[config.mk]
export PLATFORM = sky130hd
export DESIGN_NAME = spi_master_cfg_flat
export DESIGN_NICKNAME = d
export VERILOG_FILES = /design/src/rtl/spi_pkg.sv /design/src/rtl/spi_master_cfg_if.sv /design/src/rtl/spi_half_tick.sv /design/src/rtl/spi_master_cfg.sv /design/src/flat_wrapper.sv
export SDC_FILE = /design/constraint.sdc
export NUM_CORES = 1
export LEC_CHECK = 0
export ABC_AREA = 1
export BUFFER_PORTS_ARGS = -buffer_cell sky130_fd_sc_hd__buf_2
export CAP_MARGIN = 30
export CORE_MARGIN = 1.5
export CORE_UTILIZATION = 40
export DETAILED_ROUTE_END_ITERATION = 6
export GPL_TIMING_DRIVEN = 0
export PLACE_DENSITY_LB_ADDON = 0.2
export SYNTH_ARGS = -nofsm -noshare
export SYNTH_HDL_FRONTEND = slang
export SYNTH_SLANG_ARGS = --single-unit
[constraint.sdc]
create_clock -name clk -period 2.7 [get_ports clk]
set_input_delay 0.81 -clock clk [delete_from_list [all_inputs] [get_ports clk]]
set_output_delay 0.81 -clock clk [all_outputs]
set_load 0.02 [all_outputs]
[src/rtl/spi_pkg.sv]
// Shared types and helpers for the configurable SPI master.
package spi_pkg;

  typedef enum logic [1:0] {
    IDLE  = 2'd0,
    LEAD  = 2'd1,
    XFER  = 2'd2,
    TRAIL = 2'd3
  } spi_state_e;

  // SPI modes encoded as {cpol, cpha}
  localparam logic [1:0] MODE0 = 2'b00;
  localparam logic [1:0] MODE1 = 2'b01;
  localparam logic [1:0] MODE2 = 2'b10;
  localparam logic [1:0] MODE3 = 2'b11;

  // Width of the chip-select index; never narrower than one bit
  function automatic int unsigned cs_w(input int unsigned num_cs);
    return (num_cs > 1) ? $clog2(num_cs) : 1;
  endfunction

endpackage

[src/rtl/spi_master_cfg_if.sv]
// Control/status and serial pins of the SPI master.
interface spi_master_cfg_if
  import spi_pkg::*;
#(
  parameter int unsigned DATA_W = 8,
  parameter int unsigned NUM_CS = 4,
  parameter int unsigned DIV_W  = 16
);
  localparam int unsigned CS_W = cs_w(NUM_CS);

  logic              start;
  logic              abort;
  logic              cpol;
  logic              cpha;
  logic              lsb_first;
  logic [DIV_W-1:0]  div;
  logic [CS_W-1:0]   cs_sel;
  logic [DATA_W-1:0] tx;
  logic [DATA_W-1:0] rx;
  logic              busy;
  logic              done;
  logic              sck;
  logic              mosi;
  logic              miso;
  logic [NUM_CS-1:0] cs_n;

  // SPI master block view
  modport master (
    input  start, abort, cpol, cpha, lsb_first, div, cs_sel, tx, miso,
    output rx, busy, done, sck, mosi, cs_n
  );

  // Local controller plus attached SPI slave view
  modport slave (
    output start, abort, cpol, cpha, lsb_first, div, cs_sel, tx, miso,
    input  rx, busy, done, sck, mosi, cs_n
  );
endinterface

[src/rtl/spi_half_tick.sv]
// SCK half-period timer: one-cycle tick every div+1 cycles while enabled.
module spi_half_tick #(
  parameter int unsigned DIV_W = 16
) (
  input  logic             clk,
  input  logic             rst_n,
  input  logic             i_load,
  input  logic             i_en,
  input  logic [DIV_W-1:0] i_div,
  output logic             o_tick_c
);
  logic [DIV_W-1:0] r_div;
  logic [DIV_W-1:0] r_cnt;

  // Down-counter reloaded from the latched divider; counts to zero so div=max never wraps
  always_ff @(posedge clk or negedge rst_n) begin
    if (!rst_n) begin
      r_div <= '0;
      r_cnt <= '0;
    end else if (i_load) begin
      r_div <= i_div;
      r_cnt <= i_div;
    end else if (i_en) begin
      r_cnt <= (r_cnt == '0) ? r_div : r_cnt - DIV_W'(1);
    end
  end

  assign o_tick_c = i_en && (r_cnt == '0);
endmodule

[src/rtl/spi_master_cfg.sv]
// Mode-configurable SPI master: one full-duplex DATA_W-bit transfer per start.
module spi_master_cfg
  import spi_pkg::*;
#(
  parameter int unsigned DATA_W = 8,
  parameter int unsigned NUM_CS = 4,
  parameter int unsigned DIV_W  = 16
) (
  input  logic              clk,
  input  logic              rst_n,
  spi_master_cfg_if.master  bus
);
  localparam int unsigned CS_W  = cs_w(NUM_CS);
  localparam int unsigned EDGES = 2 * DATA_W;
  localparam int unsigned EC_W  = $clog2(EDGES + 1);

  spi_state_e        r_state;
  logic              r_cpol;
  logic              r_cpha;
  logic              r_lsb;
  logic [DATA_W-1:0] r_tx_sh;
  logic [DATA_W-1:0] r_rx_sh;
  logic [EC_W-1:0]   r_edge_cnt;
  logic              r_sck;
  logic              r_mosi;
  logic              r_busy;
  logic              r_done;
  logic [NUM_CS-1:0] r_cs_n;
  logic [DATA_W-1:0] r_rx;

  logic              w_start;
  logic              w_tick;
  logic [EC_W-1:0]   w_edge;
  logic              w_lead;
  logic              w_last;
  logic              w_sample;
  logic              w_shift;
  logic [DATA_W-1:0] w_tx_ord;
  logic [DATA_W-1:0] w_rx_ord;
  logic [NUM_CS-1:0] w_cs_dec;

  // Start is blocked during the done cycle so cs_n stays high at least two cycles
  assign w_start  = (r_state == IDLE) && !r_done && bus.start && !bus.abort;
  assign w_edge   = r_edge_cnt + EC_W'(1);
  assign w_lead   = w_edge[0];
  assign w_last   = (w_edge == EC_W'(EDGES));
  assign w_sample = r_cpha ? !w_lead : w_lead;
  assign w_shift  = r_cpha ? w_lead : (!w_lead && !w_last);

  // Bit-order mapping (first bit on the wire sits in the MSB) and chip-select decode
  always_comb begin
    w_tx_ord = '0;
    w_rx_ord = '0;
    w_cs_dec = '1;
    for (int i = 0; i < DATA_W; i++) begin
      w_tx_ord[i] = bus.lsb_first ? bus.tx[DATA_W-1-i] : bus.tx[i];
      w_rx_ord[i] = r_lsb ? r_rx_sh[DATA_W-1-i] : r_rx_sh[i];
    end
    for (int i = 0; i < NUM_CS; i++) begin
      w_cs_dec[i] = (bus.cs_sel != CS_W'(i));
    end
  end

  spi_half_tick #(.DIV_W(DIV_W)) u_half_tick (
    .clk      (clk),
    .rst_n    (rst_n),
    .i_load   (w_start),
    .i_en     (r_state != IDLE),
    .i_div    (bus.div),
    .o_tick_c (w_tick)
  );

  // Transfer FSM with all pin and status outputs registered
  always_ff @(posedge clk or negedge rst_n) begin
    if (!rst_n) begin
      r_state    <= IDLE;
      r_cpol     <= 1'b0;
      r_cpha     <= 1'b0;
      r_lsb      <= 1'b0;
      r_tx_sh    <= '0;
      r_rx_sh    <= '0;
      r_edge_cnt <= '0;
      r_sck      <= 1'b0;
      r_mosi     <= 1'b0;
      r_busy     <= 1'b0;
      r_done     <= 1'b0;
      r_cs_n     <= '1;
      r_rx       <= '0;
    end else begin
      r_done <= 1'b0;
      case (r_state)
        IDLE: begin
          r_sck <= bus.cpol;
          if (w_start) begin
            r_state    <= LEAD;
            r_cpol     <= bus.cpol;
            r_cpha     <= bus.cpha;
            r_lsb      <= bus.lsb_first;
            r_cs_n     <= w_cs_dec;
            r_busy     <= 1'b1;
            r_edge_cnt <= '0;
            if (!bus.cpha) begin
              r_mosi  <= w_tx_ord[DATA_W-1];
              r_tx_sh <= {w_tx_ord[DATA_W-2:0], 1'b0};
            end else begin
              r_tx_sh <= w_tx_ord;
            end
          end
        end
        default: begin
          if (bus.abort) begin
            r_state <= IDLE;
            r_cs_n  <= '1;
            r_busy  <= 1'b0;
            r_sck   <= r_cpol;
          end else if (w_tick) begin
            if (r_state == TRAIL) begin
              r_state <= IDLE;
              r_cs_n  <= '1;
              r_busy  <= 1'b0;
              r_done  <= 1'b1;
              r_rx    <= w_rx_ord;
            end else begin
              r_sck      <= ~r_sck;
              r_edge_cnt <= w_edge;
              r_state    <= w_last ? TRAIL : XFER;
              if (w_sample) begin
                r_rx_sh <= {r_rx_sh[DATA_W-2:0], bus.miso};
              end
              if (w_shift) begin
                r_mosi  <= r_tx_sh[DATA_W-1];
                r_tx_sh <= {r_tx_sh[DATA_W-2:0], 1'b0};
              end
            end
          end
        end
      endcase
    end
  end

  assign bus.sck  = r_sck;
  assign bus.mosi = r_mosi;
  assign bus.busy = r_busy;
  assign bus.done = r_done;
  assign bus.cs_n = r_cs_n;
  assign bus.rx   = r_rx;
endmodule

[src/flat_wrapper.sv]
// flat-port wrapper written by rule: the top's interface ports become plain ports
module spi_master_cfg_flat import spi_pkg::*;
#(
  parameter int unsigned DATA_W = 8,
  parameter int unsigned NUM_CS = 4,
  parameter int unsigned DIV_W  = 16
)
  (clk, rst_n, bus_start, bus_abort, bus_cpol, bus_cpha, bus_lsb_first, bus_div, bus_cs_sel, bus_tx, bus_miso, bus_rx, bus_busy, bus_done, bus_sck, bus_mosi, bus_cs_n);
  spi_master_cfg_if #(.DATA_W(DATA_W), .NUM_CS(NUM_CS), .DIV_W(DIV_W)) bus_i ();
  input  logic clk;
  input  logic rst_n;
  input wire logic [$bits(bus_i.start)-1:0] bus_start;
  input wire logic [$bits(bus_i.abort)-1:0] bus_abort;
  input wire logic [$bits(bus_i.cpol)-1:0] bus_cpol;
  input wire logic [$bits(bus_i.cpha)-1:0] bus_cpha;
  input wire logic [$bits(bus_i.lsb_first)-1:0] bus_lsb_first;
  input wire logic [$bits(bus_i.div)-1:0] bus_div;
  input wire logic [$bits(bus_i.cs_sel)-1:0] bus_cs_sel;
  input wire logic [$bits(bus_i.tx)-1:0] bus_tx;
  input wire logic [$bits(bus_i.miso)-1:0] bus_miso;
  output wire logic [$bits(bus_i.rx)-1:0] bus_rx;
  output wire logic [$bits(bus_i.busy)-1:0] bus_busy;
  output wire logic [$bits(bus_i.done)-1:0] bus_done;
  output wire logic [$bits(bus_i.sck)-1:0] bus_sck;
  output wire logic [$bits(bus_i.mosi)-1:0] bus_mosi;
  output wire logic [$bits(bus_i.cs_n)-1:0] bus_cs_n;
  assign bus_i.start = bus_start;
  assign bus_i.abort = bus_abort;
  assign bus_i.cpol = bus_cpol;
  assign bus_i.cpha = bus_cpha;
  assign bus_i.lsb_first = bus_lsb_first;
  assign bus_i.div = bus_div;
  assign bus_i.cs_sel = bus_cs_sel;
  assign bus_i.tx = bus_tx;
  assign bus_i.miso = bus_miso;
  assign bus_rx = bus_i.rx;
  assign bus_busy = bus_i.busy;
  assign bus_done = bus_i.done;
  assign bus_sck = bus_i.sck;
  assign bus_mosi = bus_i.mosi;
  assign bus_cs_n = bus_i.cs_n;
  spi_master_cfg #(.DATA_W(DATA_W), .NUM_CS(NUM_CS), .DIV_W(DIV_W)) u_core (.clk(clk), .rst_n(rst_n), .bus(bus_i));
endmodule
==> results of run 1 <==
[cells by family (layout without fill, tap and decap cells)]
logic type      after synthesis  count (layout)  synth area share (%)
flops                        74              74                 47.63
xor+xnor                      5               5                 1.123
fa+ha+maj                     5               5                 1.605
simple gates                254             254                 26.93
buf+inv                      74             139                 7.285
compound gates              101             101                 15.44
[routing by layer]
layer / vias to the layer above / GRT usage, % / part of all wire (%)
li1: 1790 / - / -
met1: 1686 / 25.97 / 45
met2: 58 / 35.69 / 50
met3: 9 / 4.555 / 3.9
met4: 0 / 5.342 / 1.2
met5: - / 0 / 0
[layout make-up]
type,count,area share (%)
timing repair buffer,49,5.988
buffer,15,1.386
inverter,59,4.907
sequential,74,41.14
multi-input combinational,365,38.95
tap,129,3.576
clock inverter,7,1.303
clock buffer,9,2.745
[worst min path at each step]
stage                                       startpoint  slack [ns]                      endpoint  cells after the start
after floorplan            u_core.u_half_tick.r_div[0]        0.44   u_core.u_half_tick.r_div[0]                      2
after global placement    u_core.u_half_tick.r_div[12]        0.45  u_core.u_half_tick.r_div[12]                      2
after detailed placement   u_core.u_half_tick.r_div[1]        0.45   u_core.u_half_tick.r_div[1]                      2
after CTS                                        rst_n        0.36   u_core.u_half_tick.r_cnt[7]                      1
after global routing                             rst_n        0.36   u_core.u_half_tick.r_cnt[7]                      1
final                                            rst_n        0.35   u_core.u_half_tick.r_cnt[7]                      1
[stage by stage]
| stage | hold slack (ns) | setup WS, ns | area [sq um] | total power (uW) |
|---|---|---|---|---|
| after global placement | 0.4509 | 0.1927 | 4300 | 3439 |
| after CTS | 0.3627 | 0.3440 | 4513 | 4329 |
| after floorplan | 0.4367 | 0.6509 | 3899 | 2998 |
| after detailed placement | 0.4531 | 0.1622 | 4330 | 3488 |
| final | 0.3505 | 0.3800 | 4513 | 4288 |
| after global routing | 0.3645 | 0.03541 | 4513 | 4687 |
[state kept, by name, indices dropped and copies added, names as in the netlist, 2 cells and up]
name and cells:
u_core.u_half_tick.r_cnt 16, u_core.bus.cs_n 4, u_core.r_rx_sh 8, u_core.r_edge_cnt 5, u_core.r_state 2, u_core.r_tx_sh 8, u_core.u_half_tick.r_div 16, u_core.bus.rx 8
[cells in the final DEF (no fill, tap or decap), drive strengths merged]
master / n
clkinvlp: 2
inv: 62
nand3: 27
buf: 52
o21bai: 4
nand3b: 1
clkinv: 2
dfrtp: 70
nor3: 7
dfstp: 4
nor2: 41
xor2: 5
nand2: 168
a31oi: 1
ha: 5
a21oi: 12
a221oi: 6
o211ai: 11
o21ai: 66
o22ai: 1
clkbuf: 21
nand4: 10
[power by group through the flow]
stage               logic (uW)  registers, uW  clock network [uW]
detailed placement        1770           1720                   0
global placement          1730           1710                   0
CTS                       1780           1700                 845
global route              2040           1750                 895
finish                    1760           1700                 823
floorplan                 1290           1700                   0
==> results.yml, run 1 <==
sta:
  tightest_slew_ns: 0.6425
  timing.setup.tns_ns: 0
  setup_violations: 0
  finClkSkew_ns: 0.01349
  final_hold_viol_count: 0
  min_period_ns: 2.320
  maxSlewViolCount: 0
  relSlewSlack_pct: 57.17
  rsz0062_at_grt: "false"
  post-route-period-util_pct: 85.93
  max_freq_ghz: 0.4310
power_and_ir_drop:
  switchingPower_uw: 1863
  powerDensity_nw_per_um2: 950.1
  leakage_uw: 0.002248
  power_frac_comb_pct: 41.0
  vdd_drop_max_mv: 0.3498
  swShare_pct: 43.45
  clkPwrFrac_pct: 19.2
  seqPwrFrac_pct: 39.7
  p_int_uw: 2425
clock_tree:
  cts_tree: "yes"
  postCtsSetupRepairBufs: 0
  cts_made_buffers: 9
  cts.clk_slew.worst_paths_ns: 0.09
  htreeDepth: 3
  clockBufferDepth: 2
  clkLatencyLatePin_ns: 0.36
  cts-root-buf: "clkbuf_8"
  cts_hold_buffers: 0
  cts.sinks: 74
  cts_resized: 0
grt:
  antenna_found_initial: 0
  grt_pass1_vias: 3510
  grt_first_pass_wirelength_mm: 16.59
  track_usage_pct: 20.59
  globalRoute.totalOverflow: 0
  grt_max_degree: 49
finish:
  stdcell_count: 707
  multiInputGateArea_sq_um: 1758
  fill_cells: 949
  layout-drive-gt1-share_pct: 14.88
  fin_util_pct: 48.38
  antenna_cells: 0
  regArea_sq_um: 1857
  nets: 612
  area_growth_syn_to_layout_pct: 15.76
place:
  place_congestion: 0.8823
  placedCellCount: 691
  portBuffers: 48
  dp_hpwl_mm: 7.022
synth:
  netlist_top_cells_area: "dfrtp_1, nand2_1, o21ai_0, inv_1, nor2_1"
  syn_nets: 552
  synthesis.area_sq_um: 3899
  synth.most_common_cell: "nand2_1"
  yosysSeqAreaShare_pct: 47.63
  ys_ff_latch: 74
  async_flop_share_pct: 100.0
  avgSynthCellArea_sq_um: 7.600
  synth_cell_types: 30
  synthTopCellsByCount: "nand2_1, dfrtp_1, o21ai_0, inv_1, nor2_1"
  synth.largest_area_cell: "dfrtp_1"
  synth_top_area_share_pct: 44.93
  synth-main-ff-cell: "dfrtp_1"
  yosysWarnings: 0
  synth-edff-count: 0
  netlist_instances: 513
floorplan:
  rows: 35
  ios: 50
  initial_core_util_pct: 41.80
  dieArea_sq_um: 10350
  dieHeight_um: 101.7
  core_area_sq_um: 9328
  dieWidth_um: 101.7
setup_path:
  critical_path.startpoint: "u_core.r_state[0]"
  rr_startpoint: "u_core.r_state[0]"
  cp.arrival_ns: 2.56
  cp_top_family: "simple AND/OR/NAND/NOR gates"
  cp-start-kind: "flop"
  cp-end-kind: "flop"
  cp.depth: 12
  cpMostUsedCell: "nand2_1"
  cp_max_fo: 10
  r2r_cells: 12
  path_buf_inv: 3
  setup.worst_path.end: "u_core.r_tx_sh[4]"
  crit_type: "reg -> reg"
  worst_path_max_delay_cell: "dfrtp_1"
  path_cells: "inv_1, ha_1, nand2_1, nor3_4, inv_2, nand2_1, nand2_1, a21oi_4, nand2_2, buf_4, nand2_1, o21ai_2"
  worst_ep_required_time_ns: 2.94
  r2r_slack_ns: 0.38
  r2r-end: "u_core.r_tx_sh[4]"
  crit_path_max_incr_delay_ns: 0.39
flow_run:
  maxCapViolations: 0
drt:
  wl_per_cell_um: 13.63
  first_iter_violations: 142
  drtPass1Iterations: 4
  via_count: 3543
  vias_per_cell: 5.011
  ant_nets: 0
  wirelength_mm: 9.633
  drc: 0
min_path:
  hp-class: "in -> async"
outcome:
  status: "finished clean"
Note: power is estimated with default switching activity, not from simulation.
==> run 2, diff against run 1 <==
--- a/config.mk
+++ b/config.mk
@@ -9,7 +9,7 @@
 export BUFFER_PORTS_ARGS = -buffer_cell sky130_fd_sc_hd__buf_2
 export CAP_MARGIN = 30
 export CORE_MARGIN = 1.5
-export CORE_UTILIZATION = 40
+export CORE_UTILIZATION = 55
 export DETAILED_ROUTE_END_ITERATION = 6
 export GPL_TIMING_DRIVEN = 0
 export PLACE_DENSITY_LB_ADDON = 0.2
==> run 2 against run 1 <==
  * Sequential share of layout area is 0.15 points lower
  * Utilization is 18 points higher
  * Highest routed layer unchanged
  * Wire length is 2.6% lower
  * Register-to-register slack better by 0.02 ns
==> results.yml, run 2 (same netlist as run 1, synthesis figures left out) <==
finish:
  antenna_cells: 0
  fin_util_pct: 66.30
  fill_cells: 621
  area_growth_syn_to_layout_pct: 16.17
  nets: 612
  reg_top3: "u_core.u_half_tick.r_cnt x16, u_core.u_half_tick.r_div x16"
  layout_common_cells: "nand2_1, dfrtp_1, o21ai_0"
  final_common_cell: "nand2_1"
  stdcell_count: 673
  layout-drive-gt1-share_pct: 14.73
grt:
  grt_max_degree: 47
  globalRoute.totalOverflow: 0
  track_usage_pct: 26.59
  grt_first_pass_wirelength_mm: 15.66
  grt_pass1_vias: 3434
  antenna_found_initial: 0
sta:
  setup_violations: 0
  final_hold_viol_count: 0
  finClkSkew_ns: 0.01092
  maxSlewViolCount: 0
  relSlewSlack_pct: 56.60
  min_period_ns: 2.302
  timing.setup.tns_ns: 0
  max_freq_ghz: 0.4345
  rsz0062_at_grt: "false"
  post-route-period-util_pct: 85.24
  tightest_slew_ns: 0.6511
floorplan:
  dieWidth_um: 87.20
  dieArea_sq_um: 7603
  dieHeight_um: 87.20
  rows: 30
  core_area_sq_um: 6832
  ios: 50
  initial_core_util_pct: 57.07
clock_tree:
  cts_resized: 0
  postCtsSetupRepairBufs: 0
  htreeDepth: 3
  cts_made_buffers: 9
  clockBufferDepth: 2
  cts-root-buf: "clkbuf_8"
  clkLatencyLatePin_ns: 0.35
  cts_hold_buffers: 0
  cts.sinks: 74
  cts.clk_slew.worst_paths_ns: 0.08
  cts_tree: "yes"
drt:
  first_iter_violations: 297
  ant_nets: 0
  wirelength_mm: 9.379
  drtPass1Iterations: 5
  via_count: 3584
  wl_per_cell_um: 13.94
  drc: 0
  vias_per_cell: 5.325
min_path:
  hp-class: "in -> async"
outcome:
  status: "finished clean"
setup_path:
  cp-start-kind: "flop"
  path_buf_inv: 5
  path_cells: "inv_1, ha_1, nand2_1, nor3_4, inv_2, nand2_1, buf_2, inv_2, nor2_1, nand2_1, inv_2, nor2_1, nor2_1"
  cp_max_fo: 10
  cp.arrival_ns: 2.59
  worst_ep_required_time_ns: 2.99
  crit_path_max_incr_delay_ns: 0.39
  cp-end-kind: "flop"
  cp_top_family: "simple AND/OR/NAND/NOR gates"
  crit_type: "reg -> reg"
  worst_path_max_delay_cell: "dfrtp_1"
power_and_ir_drop:
  power_uw: 4533
  vdd_drop_max_mv: 0.4500
  leakage_uw: 0.002280
  powerDensity_nw_per_um2: 1001
place:
  place_congestion: 0.8634
  portBuffers: 48
  placedCellCount: 658
  dp_hpwl_mm: 6.793
flow_run:
  maxCapViolations: 0
-- run 2: through the flow --
step	instance area (sq um)	setup WS, ns	hold WS (ns)
CTS	4529	0.4090	0.3866
floorplan	3899	0.6509	0.4367
global route	4529	0.1638	0.4005
global placement	4259	0.2155	0.4500
detailed placement	4289	0.1999	0.4530
finish	4529	0.3984	0.3825
-- run 2: per-layer routing --
layer  track usage [%]  wire length, um  share of wire (%)  vias up
met5                 0                0                  0        -
met4             10.10              165                1.8        0
met3             5.118              375                4.0       20
met2             44.26             4621                 49       81
met1             34.46             4216                 45     1690
li1                  -                -                  -     1793
-- run 2: cell type report --
class / count / area, sq um / area share, %
plain buffers: 15 / 62.56 / 1.381
clock buffers: 10 / 137.6 / 3.039
clock inverters: 5 / 102.6 / 2.265
inverters: 59 / 221.5 / 4.889
multi-input cells: 365 / 1758 / 38.81
flip-flops and latches: 74 / 1857 / 40.99
well taps: 96 / 120.1 / 2.652
repair buffers: 49 / 270.3 / 5.967
-- run 2: path summary, 6_finish.rpt --
path	from	to	slack, ns	cells past startpoint
hold / removal	rst_n	u_core.u_half_tick.r_div[6]	0.38	1
min in group clk	u_core.u_half_tick.r_div[0]	u_core.u_half_tick.r_div[0]	0.47	2
setup / recovery	u_core.r_state[0]	u_core.bus.cs_n[3]	0.40	13
setup reg to reg	u_core.r_state[0]	u_core.bus.cs_n[3]	0.40	13
max in group asynchronous	rst_n	u_core.r_edge_cnt[3]	1.75	2
hold reg to reg	u_core.u_half_tick.r_div[0]	u_core.u_half_tick.r_div[0]	0.47	2
-- run 2: report_power, final --
group          switching, uW  total, uW  internal (uW)
sequential               235       1700           1470
combinational           1180       1790            611
clock                    412       1040            633
==> run 3, diff against run 2 <==
--- a/config.mk
+++ b/config.mk
@@ -11,7 +11,7 @@
 export CORE_MARGIN = 1.5
 export CORE_UTILIZATION = 55
 export DETAILED_ROUTE_END_ITERATION = 6
-export GPL_TIMING_DRIVEN = 0
+export GPL_TIMING_DRIVEN = 1
 export PLACE_DENSITY_LB_ADDON = 0.2
 export SYNTH_ARGS = -nofsm -noshare
 export SYNTH_HDL_FRONTEND = slang
==> run 3 against run 2 <==
  * Combinational power is 3% lower
  * Critical path depth down 2
  * Sequential power is essentially flat
  * Highest routed layer unchanged
  * Critical path type unchanged
==> results.yml, run 3 (same netlist as run 1, synthesis figures left out) <==
drt:
  drc: 0
  m1WireLength_mm: 3.831
  first_iter_violations: 202
  drtPass1Iterations: 5
  met2_length_mm: 4.334
  vias_per_cell: 5.306
  via_count: 3534
  wirelength_mm: 8.698
  wl_per_cell_um: 13.06
  ant_nets: 0
  met3_wirelength_um: 367
  topRoutingLayerUsed: "met4"
setup_path:
  rr_startpoint: "u_core.r_state[0]"
  cp-start-kind: "flop"
  path_cells: "inv_1, ha_1, nand2_1, nor3_4, inv_2, nand2_1, nand2_1, a21oi_4, nand2_2, nand2_1, o21ai_1"
  r2r_slack_ns: 0.43
  crit_path_max_incr_delay_ns: 0.43
  cp_max_fo: 16
  r2r-end: "u_core.r_tx_sh[6]"
  cp-end-kind: "flop"
  cp_top_family: "simple AND/OR/NAND/NOR gates"
  r2r_cells: 11
  cpMostUsedCell: "nand2_1"
  cp.arrival_ns: 2.50
  worst_ep_required_time_ns: 2.93
  worst_path_max_delay_cell: "ha_1"
  path_buf_inv: 2
  crit_type: "reg -> reg"
finish:
  reg_top3: "u_core.u_half_tick.r_cnt x16, u_core.u_half_tick.r_div x16"
  final_common_cell: "nand2_1"
  fill_cells: 608
  nets: 604
  area_growth_syn_to_layout_pct: 14.73
  antenna_cells: 0
  layout-drive-gt1-share_pct: 15.79
  layout_common_cells: "nand2_1, dfrtp_1, o21ai_0"
clock_tree:
  cts_made_buffers: 9
  cts-root-buf: "clkbuf_8"
  cts.sinks: 74
  clkLatencyLatePin_ns: 0.35
  cts_tree: "yes"
  cts_hold_buffers: 0
  postCtsSetupRepairBufs: 0
  cts_resized: 0
  clockBufferDepth: 2
  htreeDepth: 3
  cts.clk_slew.worst_paths_ns: 0.09
place:
  dp_hpwl_mm: 6.156
  portBuffers: 49
  place_congestion: 0.9684
sta:
  rsz0062_at_grt: "false"
  max_freq_ghz: 0.4398
  finClkSkew_ns: 0.01312
  setup_violations: 0
  min_period_ns: 2.274
  maxSlewViolCount: 0
  fin_hold_ws_ns: 0.4666
  relSlewSlack_pct: 69.58
  tightest_slew_ns: 0.4546
  post-route-period-util_pct: 84.22
  timing.setup.tns_ns: 0
  final_hold_viol_count: 0
floorplan:
  initial_core_util_pct: 57.07
  core_area_sq_um: 6832
  dieHeight_um: 87.20
  dieWidth_um: 87.20
  rows: 30
  ios: 50
  dieArea_sq_um: 7603
flow_run:
  maxCapViolations: 0
power_and_ir_drop:
  vdd_drop_max_mv: 0.4651
  powerDensity_nw_per_um2: 974.2
  leakage_uw: 0.002263
outcome:
  status: "finished clean"
min_path:
  hp-class: "in -> async"
grt:
  antenna_found_initial: 0
  globalRoute.totalOverflow: 0
  grt_pass1_vias: 3336
  grt_first_pass_wirelength_mm: 14.64
  grt_max_degree: 75
  track_usage_pct: 24.66
## run 3: cell count changes in the layout (fill, tap and decap cells not counted), moves of 2 or more
cell and delta:
clkbuf_1 -12, buf_4 +4, inv_6 +3, bufinv_16 -2
## run 3: area by class of cell
cell class / count / area (sq um) / area share [%]
well taps: 96 / 120.1 / 2.685
clock buffers: 9 / 123.9 / 2.769
clock inverters: 7 / 82.58 / 1.846
repair buffers: 56 / 310.3 / 6.937
flip-flops and latches: 74 / 1857 / 41.51
inverters: 59 / 221.5 / 4.951
multi-input cells: 365 / 1758 / 39.30
## run 3: metal layers
layer  GRT usage, %  up-vias
met2          43.06       90
met5              0        -
li1               -     1775
met1          30.26     1651
met4          8.081        0
met3          5.498       18
## run 3: how the worst max path moves through the flow
stage	endpoint	cells past startpoint	startpoint
after detailed placement	u_core.r_tx_sh[5]	7	u_core.r_state[0]
after floorplan	u_core.r_tx_sh[3]	10	bus_start
after CTS	u_core.r_tx_sh[5]	11	u_core.r_state[0]
after global placement	u_core.r_tx_sh[4]	7	u_core.r_state[0]
after global routing	u_core.r_tx_sh[7]	11	u_core.r_state[0]
final	u_core.r_tx_sh[6]	11	u_core.r_state[0]
## run 3: worst reg2reg max path, stage by stage, from the launching register on
cell	delay [ns]
dfrtp_1	0.40
inv_1	0.09
ha_1	0.43
nand2_1	0.17
nor3_4	0.18
inv_2	0.06
nand2_1	0.08
nand2_1	0.09
a21oi_4	0.21
nand2_2	0.25
nand2_1	0.12
o21ai_1	0.07
## run 3: where the power goes
part	leakage (uW)	internal [uW]	total, uW	switching [uW]
registers	0.000949	1470	1720	252
clock network	0.0000988	443	904	461
logic	0.00122	619	1740	1120
total	0.00226	2530	4360	1830
## run 3: through the flow
stage          cell area, sq um  worst slack, ns  std cells  power, uW  util, %
5_1_grt                    4473           0.2008        666       4725    65.48
3_5_place_dp               4267           0.4487        650       3460    62.45
4_1_cts                    4473           0.4114        666       4378    65.48
6_report                   4473           0.4262        666       4358    65.48
2_1_floorplan              3899           0.6509        513       2998        -
3_3_place_gp               4267           0.5240        650       3407    62.45
